### src/rtl/bypass_accumulator_pkg.sv
// -----------------------------------------------------------------------------
// bypass_accumulator_pkg
// Shared definitions for the bypass accumulator slice:
//   - acc_state_t   : group framing state (IDLE = no open group, ACCUM = open)
//   - DEFAULT_*     : default product width, accumulator width, group length
//   - IDX_W         : width of the beat index, sized for the largest group
//   - acc_width_ok(): true when the accumulator cannot wrap on a legal group
// -----------------------------------------------------------------------------
package bypass_accumulator_pkg;

    localparam int DEFAULT_DATA_W    = 16;
    localparam int DEFAULT_ACC_W     = 20;
    localparam int DEFAULT_GROUP_LEN = 3;
    localparam int MAX_GROUP_LEN     = 15;
    localparam int IDX_W             = 4;

    typedef enum logic {
        IDLE  = 1'b0,
        ACCUM = 1'b1
    } acc_state_t;

    // A group of group_len products of data_w bits needs clog2(group_len)
    // guard bits on top of the product width to be summed without wrapping.
    function automatic bit acc_width_ok(input int data_w, input int acc_w,
                                        input int group_len);
        return (acc_w >= data_w + $clog2(group_len));
    endfunction

endpackage

### src/rtl/bypass_accumulator_acc_out_reg.sv
// -----------------------------------------------------------------------------
// acc_out_reg
// Single-entry valid/ready holding register for completed group sums.
//   clk, reset        : rising-edge clock, synchronous active-high reset
//   load, load_data   : capture a new result (only asserted when can_load)
//   out_ready         : downstream takes out_data this cycle
//   can_load          : register is empty or is being drained this cycle
//   out_valid,out_data: held result, stable until taken
// -----------------------------------------------------------------------------
module acc_out_reg #(
    parameter int WIDTH = 20
) (
    input  logic             clk,
    input  logic             reset,
    input  logic             load,
    input  logic [WIDTH-1:0] load_data,
    input  logic             out_ready,
    output logic             can_load,
    output logic             out_valid,
    output logic [WIDTH-1:0] out_data
);

    // A drain and a reload can share a cycle, so full throughput does not
    // need a second entry.
    assign can_load = !out_valid || out_ready;

    // NOTE: sequential state uses non-blocking assignments only, so every
    // always_ff reads the pre-edge value of every register regardless of
    // evaluation order.
    always_ff @(posedge clk) begin
        if (reset) begin
            out_valid <= 1'b0;
            out_data  <= '0;
        end else if (load) begin
            // Load wins over drain: out_valid stays high back to back.
            out_valid <= 1'b1;
            out_data  <= load_data;
        end else if (out_valid && out_ready) begin
            out_valid <= 1'b0;
            out_data  <= '0;
        end
    end

endmodule

### src/rtl/bypass_accumulator.sv
// -----------------------------------------------------------------------------
// bypass_accumulator
// Sums GROUP_LEN signed product beats per group; adder_bypass marks the first
// beat of a group. Framing violations pulse frame_err and are never merged.
//   clk, reset              : rising-edge clock, synchronous active-high reset
//   in_valid, in_data       : product beat (signed, DATA_W)
//   adder_bypass            : first-beat flag, sampled only on an accepted beat
//   in_ready                : a beat can be accepted this cycle
//   out_valid, out_data     : completed group sum (signed, ACC_W)
//   out_ready               : downstream takes out_data
//   frame_err               : one-cycle pulse, cycle after an offending accept
// -----------------------------------------------------------------------------
module bypass_accumulator
    import bypass_accumulator_pkg::*;
#(
    parameter int DATA_W    = DEFAULT_DATA_W,
    parameter int ACC_W     = DEFAULT_ACC_W,
    parameter int GROUP_LEN = DEFAULT_GROUP_LEN
) (
    input  logic                     clk,
    input  logic                     reset,
    input  logic                     in_valid,
    input  logic signed [DATA_W-1:0] in_data,
    input  logic                     adder_bypass,
    output logic                     in_ready,
    output logic                     out_valid,
    output logic signed [ACC_W-1:0]  out_data,
    input  logic                     out_ready,
    output logic                     frame_err
);

    if (!acc_width_ok(DATA_W, ACC_W, GROUP_LEN) ||
        GROUP_LEN < 1 || GROUP_LEN > MAX_GROUP_LEN) begin : g_bad_params
        $error("bypass_accumulator: illegal DATA_W/ACC_W/GROUP_LEN combination");
    end

    localparam logic [IDX_W-1:0] LAST_IDX = IDX_W'(GROUP_LEN - 1);

    logic [IDX_W-1:0]        idx, idx_next;
    logic signed [ACC_W-1:0] acc, acc_next;
    logic signed [ACC_W-1:0] ext_data;
    logic signed [ACC_W-1:0] sum;
    logic signed [ACC_W-1:0] result;
    acc_state_t              state;
    logic                    accept;
    logic                    done;
    logic                    err_next;

    assign accept   = in_valid && in_ready;
    assign state    = (idx == '0) ? IDLE : ACCUM;
    // Sized cast of a signed operand sign-extends to the accumulator width.
    assign ext_data = ACC_W'(in_data);
    assign sum      = acc + ext_data;

    // NOTE: every variable gets a default before any branch so no path leaves
    // one unassigned, which would otherwise infer a latch.
    always_comb begin
        idx_next = idx;
        acc_next = acc;
        err_next = 1'b0;
        done     = 1'b0;
        result   = sum;
        if (accept) begin
            if (adder_bypass) begin
                // Bypass in ACCUM is an early restart: flag it, drop the
                // partial sum and open the new group exactly as from IDLE.
                err_next = (state == ACCUM);
                result   = ext_data;
                if (GROUP_LEN == 1) begin
                    done     = 1'b1;
                    idx_next = '0;
                    acc_next = '0;
                end else begin
                    idx_next = IDX_W'(1);
                    acc_next = ext_data;
                end
            end else if (state == ACCUM) begin
                if (idx == LAST_IDX) begin
                    done     = 1'b1;
                    idx_next = '0;
                    acc_next = '0;
                end else begin
                    idx_next = idx + IDX_W'(1);
                    acc_next = sum;
                end
            end else begin
                // Orphan beat with no open group: flag and drop it.
                err_next = 1'b1;
            end
        end
    end

    always_ff @(posedge clk) begin
        if (reset) begin
            idx       <= '0;
            acc       <= '0;
            frame_err <= 1'b0;
        end else begin
            idx       <= idx_next;
            acc       <= acc_next;
            frame_err <= err_next;
        end
    end

    acc_out_reg #(
        .WIDTH (ACC_W)
    ) u_out_reg (
        .clk       (clk),
        .reset     (reset),
        .load      (done),
        .load_data (result),
        .out_ready (out_ready),
        .can_load  (in_ready),
        .out_valid (out_valid),
        .out_data  (out_data)
    );

endmodule
### config.mk
export PLATFORM = sky130hd
export DESIGN_NAME = bypass_accumulator
export DESIGN_NICKNAME = d
export VERILOG_FILES = /design/src/rtl/bypass_accumulator_pkg.sv /design/src/rtl/bypass_accumulator_acc_out_reg.sv /design/src/rtl/bypass_accumulator.sv
export SDC_FILE = /design/constraint.sdc
export NUM_CORES = 1
export LEC_CHECK = 0
export CORE_AREA = 2 2 80 82
export DETAILED_ROUTE_END_ITERATION = 8
export DIE_AREA = 0 0 82 84
export HOLD_SLACK_MARGIN = 0.15
export MAX_ROUTING_LAYER = met4
export PLACE_DENSITY = 0.81
export SYNTH_ARGS = -nofsm -noshare
export SYNTH_HDL_FRONTEND = slang
export SYNTH_SLANG_ARGS = --single-unit
### constraint.sdc
create_clock -name clk -period 2.3 [get_ports clk]
set_input_delay 0.23 -clock clk [delete_from_list [all_inputs] [get_ports clk]]
set_output_delay 0.23 -clock clk [all_outputs]
set_load 0.02 [all_outputs]
# --- After elaboration in Yosys (flattened, before gate mapping) ---
# Index checks and enable logic that the tools add are counted.
op_classes:
  n_addsub: 2
  n_eq_ne: 2
  muxes: 19
  n_bitwise: 1
  n_reduce_logical: 8
op_table:
  columns: ["operator", "count"]
  rows:
  - ["two-way mux 20 bit", 7]
  - ["adder 20 x 16 -> 20 bit", 1]
  - ["two-way mux 4 bit", 3]
  - ["two-way mux 1 bit", 9]
  - ["adder 4 x 1 -> 4 bit (second input constant)", 1]
  - ["equality test 4 x 2 -> 1 bit (second input constant)", 1]
  - ["logical NOT 4 bit", 1]
  - ["logical AND 1 bit", 2]
  - ["!= test 2 bit (second input constant)", 1]
  - ["AND reduction 2 bit", 1]
  - ["nonzero test 2 bit", 1]
  - ["OR reduction 2 bit", 1]
  - ["logical NOT 1 bit", 1]
  - ["logical OR 1 bit", 1]
  - ["inverter 1 bit", 1]
totals:
  ff_bits: 46
  inputBits: 21
  out_inout_bits: 23

# --- Logic depth before layout (Yosys ltp) ---
depth:
  depth_word: 6
  depth_mapped: 10
  depth_no_buf: 9

# --- Cells and area by module ---
# Synthesis repeated with hierarchy kept, for this count alone.
hier_totals:
  hier_cells: 436
  area_unflattened_um2: 3214.3
by_module_without_submodules:
  columns: ["module", "instances", "cells_each", "area_each_um2"]
  rows:
  - ["bypass_accumulator", 1, 343, 2418.6]
  - ["acc_out_reg", 1, 93, 795.8]

# --- Worst setup path before layout ---
# OpenSTA, ideal clock, no wires.
synth_path:
  kind: "flip-flop to flip-flop"
  startpoint: "register acc[0]"
  endpoint: "register acc[16]"
  setup_time_ps: 130
  arrival_ps: 2069
  required_ps: 2170
  path_slack_ps: 101
  path_stages_with_launch: 10
  n_path_buf: 0
  path_cell_list: "dfxtp_1 ha_1 fa_1 a21oi_1 o221ai_2 o31ai_4 nor4_1 nor3_2 mux2i_1 o31ai_1"
synth_via:
  elab_chain_len: 4
synth_lines:
  columns: ["item", "line_no", "text"]
  rows:
  - ["start: declaration", "bypass_accumulator.sv:40", "logic signed [ACC_W-1:0] acc, acc_next;"]
  - ["start signal: assignment", "bypass_accumulator.sv:100", "acc <= acc_next;"]
  - ["adder 20 x 16 -> 20 bit", "bypass_accumulator.sv:53", "assign sum = acc + ext_data;"]
  - ["two-way mux 20 bit", "bypass_accumulator.sv:78", "if (idx == LAST_IDX) begin"]
  - ["two-way mux 20 bit", "bypass_accumulator.sv:77", "end else if (state == ACCUM) begin"]
  - ["two-way mux 20 bit", "bypass_accumulator.sv:64", "if (adder_bypass) begin"]
# No other way between the ends. The select of a mux whose other input is x is not followed.
# A chain may end at the register's enable or synchronous reset.

# --- Final worst setup path ---
# Same ends and word-level chain as after synthesis.

==> results.toml <==
[worst_setup_path]
cp-end-kind = "register"
cp.arrival_ps = 2520
cp-start-kind = "register"
r2r_cells = 9
crit_fanout = 3
rr_endpoint = "acc[16]$_SDFFE_PP0P_"
reg2reg_from = "acc[0]$_SDFFE_PP0P_"
r2r_setup_slack_ps = -7
crit_type = "register to register"
required_ps = 2510

[min_path]
hold_path.class = "input pin to register"
holdPathStages = 3
holdPathEnd = "acc[1]$_SDFFE_PP0P_"
min_from = "in_data[1]"

[timing]
post-route-min-period_ps = 2307
fin_skew_ps = 12.25
rsz0062_at_grt = "yes"
finalHoldViolations = 0
setup_viol = 1
fmax_ghz = 0.4335
period_share = 1.003
worst_slack_ps = -6.994
slew_viol_final = 0
worst_pin_slew_ps = 612.1
maxSlewHeadroom = 0.5901

[finish]
nNetsFinal = 493
drive_gt1_frac = 0.2517
final_cells = 526
design_area_sq_um = 4146
syn_to_final_growth_pct = 44.02
num-fill-cells = 479
antenna_cells = 0
final_core_util = 0.6802

[logic_synthesis]
syn_area_sq_um = 2879
ys_seq_elements = 46
ys_top_cells_by_area = "dfxtp_1, ha_1, nor2_1, a221oi_1, a21oi_1"
synth.avg_cell_area_sq_um = 8.156
synth_top_cell_by_area = "dfxtp_1"
syn_inst = 353
yosysTopAreaCellShare = 0.3199
yosys_most_used_dff = "dfxtp_1"
synth-async-reset-ratio = 0
synth_edf_count = 0
synth_seq_area_share = 0.3199
yosysWarningCount = 0
ys_top_cells_by_count = "nor2_1, dfxtp_1, nand2_1"
synthDistinctLibCells = 50
syn-num-nets = 398
synth.most_common_cell = "nor2_1"

[die]
die_x_um = 82
io_pins = 44
die_area_sq_um = 6888
start_util = 0.4723
die_height_um = 84
rows = 29
core_area_sq_um = 6096

[global_route]
grt_start_max_net_pins = 38
grt_pass1_vias = 3035
grt_overflow = 0
antenna_found_initial = 0
globalRouteTotalUtil = 0.2681
grt_pass1_wl_mm = 14.28

[route]
wl_met2_mm = 4.403
vias_per_cell = 5.850
route.met3.wl_um = 433
ant_nets = 0
wl_per_cell_um = 16.81
wirelength_mm = 8.843
vias = 3077
drtIter0Drc = 292
drtPass1Iterations = 5
wl_met1_mm = 3.869
drcViolationCount = 0
top_layer = "met4"

[clock_network]
htreeDepth = 2
clk_latency_ps = 310
clkTransAtPathRegs_ps = 100
cts.sinks = 46
cts_tree = "done"
cts_root_buffer = "clkbuf_8"
cts_max_path_buffers = 2
cts_hold_buf = 0
cts_inserted_buffers = 5

[pwr]
p_int_mw = 1.638
switching_share = 0.3395
peakVddDrop_uv = 347.6
power_mw = 2.480
power.density_nw_per_um2 = 598.1
clock_power_share = 0.258
p_seq_frac = 0.349
p_sw_mw = 0.8421
pwr-share-comb = 0.393
p_leak_nw = 1.742

[place]
place_congestion = 0.9090
numPortBuffers = 43
pre_cts_ws_ps = -471.9
dpl_cell_area_sq_um = 3789
dp_cells = 513
hpwlAfterDp_mm = 6.007

[outcome]
status = "complete, but fails checks"
failed_checks = "setup timing"

[run]
drv_cap = 0
flip-flops by register name (all words and copies together), names as in the netlist:
register / count
u_out_reg.out_data: 20
frame_err: 1
acc: 20
u_out_reg.out_valid: 1
idx: 4
worst max-delay path: stages, from the launching register on:
cell and delay [ps]:
dfxtp_2 350, ha_4 160, fa_2 380, a21oi_4 180
o221ai_4 160, o31ai_4 340, nor4_4 100, nor3_2 250
mux2i_1 210, o31ai_1 80
how the worst max path moves through the flow:
stage,cells after the start,to,startpoint
3_5_place_dp,10,acc[14]$_SDFFE_PP0P_,in_data[0]
4_1_cts,9,acc[16]$_SDFFE_PP0P_,acc[0]$_SDFFE_PP0P_
2_1_floorplan,9,acc[16]$_SDFFE_PP0P_,acc[0]$_SDFFE_PP0P_
6_report,9,acc[16]$_SDFFE_PP0P_,acc[0]$_SDFFE_PP0P_
3_3_place_gp,10,acc[16]$_SDFFE_PP0P_,in_data[0]
5_1_grt,9,acc[16]$_SDFFE_PP0P_,acc[0]$_SDFFE_PP0P_
cells in the final DEF, fill, tap and decap left out, types with 5 or more instances in the layout:
| master | n |
|---|---|
| a21oi_1 | 21 |
| a221oi_1 | 11 |
| a22o_1 | 7 |
| xnor2_1 | 7 |
| nand2_1 | 28 |
| a22oi_1 | 8 |
| inv_1 | 10 |
| ha_1 | 19 |
| clkbuf_8 | 5 |
| nor3_1 | 19 |
| xor2_1 | 7 |
| nand4_1 | 6 |
| nand3_1 | 9 |
| clkdlybuf4s50_1 | 41 |
| buf_4 | 65 |
| nor2_1 | 45 |
| o21ai_0 | 14 |
| dfxtp_1 | 44 |
power by group through the flow:
stage	registers, mW	logic [mW]	clock network [mW]
3_5_place_dp	0.879	0.837	0
4_1_cts	0.862	0.872	0.648
6_report	0.865	0.974	0.641
5_1_grt	0.870	1.05	0.683
3_3_place_gp	0.877	0.817	0
2_1_floorplan	0.875	0.476	0
through the flow:
step / TNS, ps / hold WS, ps
final: -6.994 / 382.1
after floorplan: 0 / 404.6
after global placement: -6071 / 438.7
after global routing: -755.1 / 389.0
after CTS: -118.1 / 459.6
after detailed placement: -7618 / 450.1
timing repair:
item	CTS	global route
endpoints found under the setup margin	14	17
pin swaps	9	28
gates resized for setup	12	23
buffers inserted	2	3
routing by layer:
layer / GRT usage / vias to the layer above
li1: - / 1481
met1: 0.3444 / 1456
met2: 0.4250 / 122
met3: 0.04113 / 18
met4: 0.09091 / 0
met5: - / -
logic make-up (layout without fill, tap and decap cells):
group                    Yosys count  after routing  share of synthesized area
AO/OA/AOI/OAI                    101            101                     0.2525
XOR/XNOR                          18             18                    0.05476
adder cells (fa/ha/maj)           24             24                     0.1069
buffers and inverters             33            129                    0.04867
flip-flops                        46             46                     0.3199
multiplexers                       2              2                   0.006954
AND/OR/NAND/NOR                  129            129                     0.2103
final cells by class:
cell class	instances	area [sq um]	area share
flip-flops and latches	46	923.4	0.2227
well taps	77	96.34	0.02323
repair buffers	111	970.9	0.2342
clock inverters	3	43.79	0.01056
clock buffers	5	68.82	0.01660
multi-input cells	274	2006	0.4837
inverters	10	37.54	0.009052
Note: power is estimated with default switching activity, not from simulation.
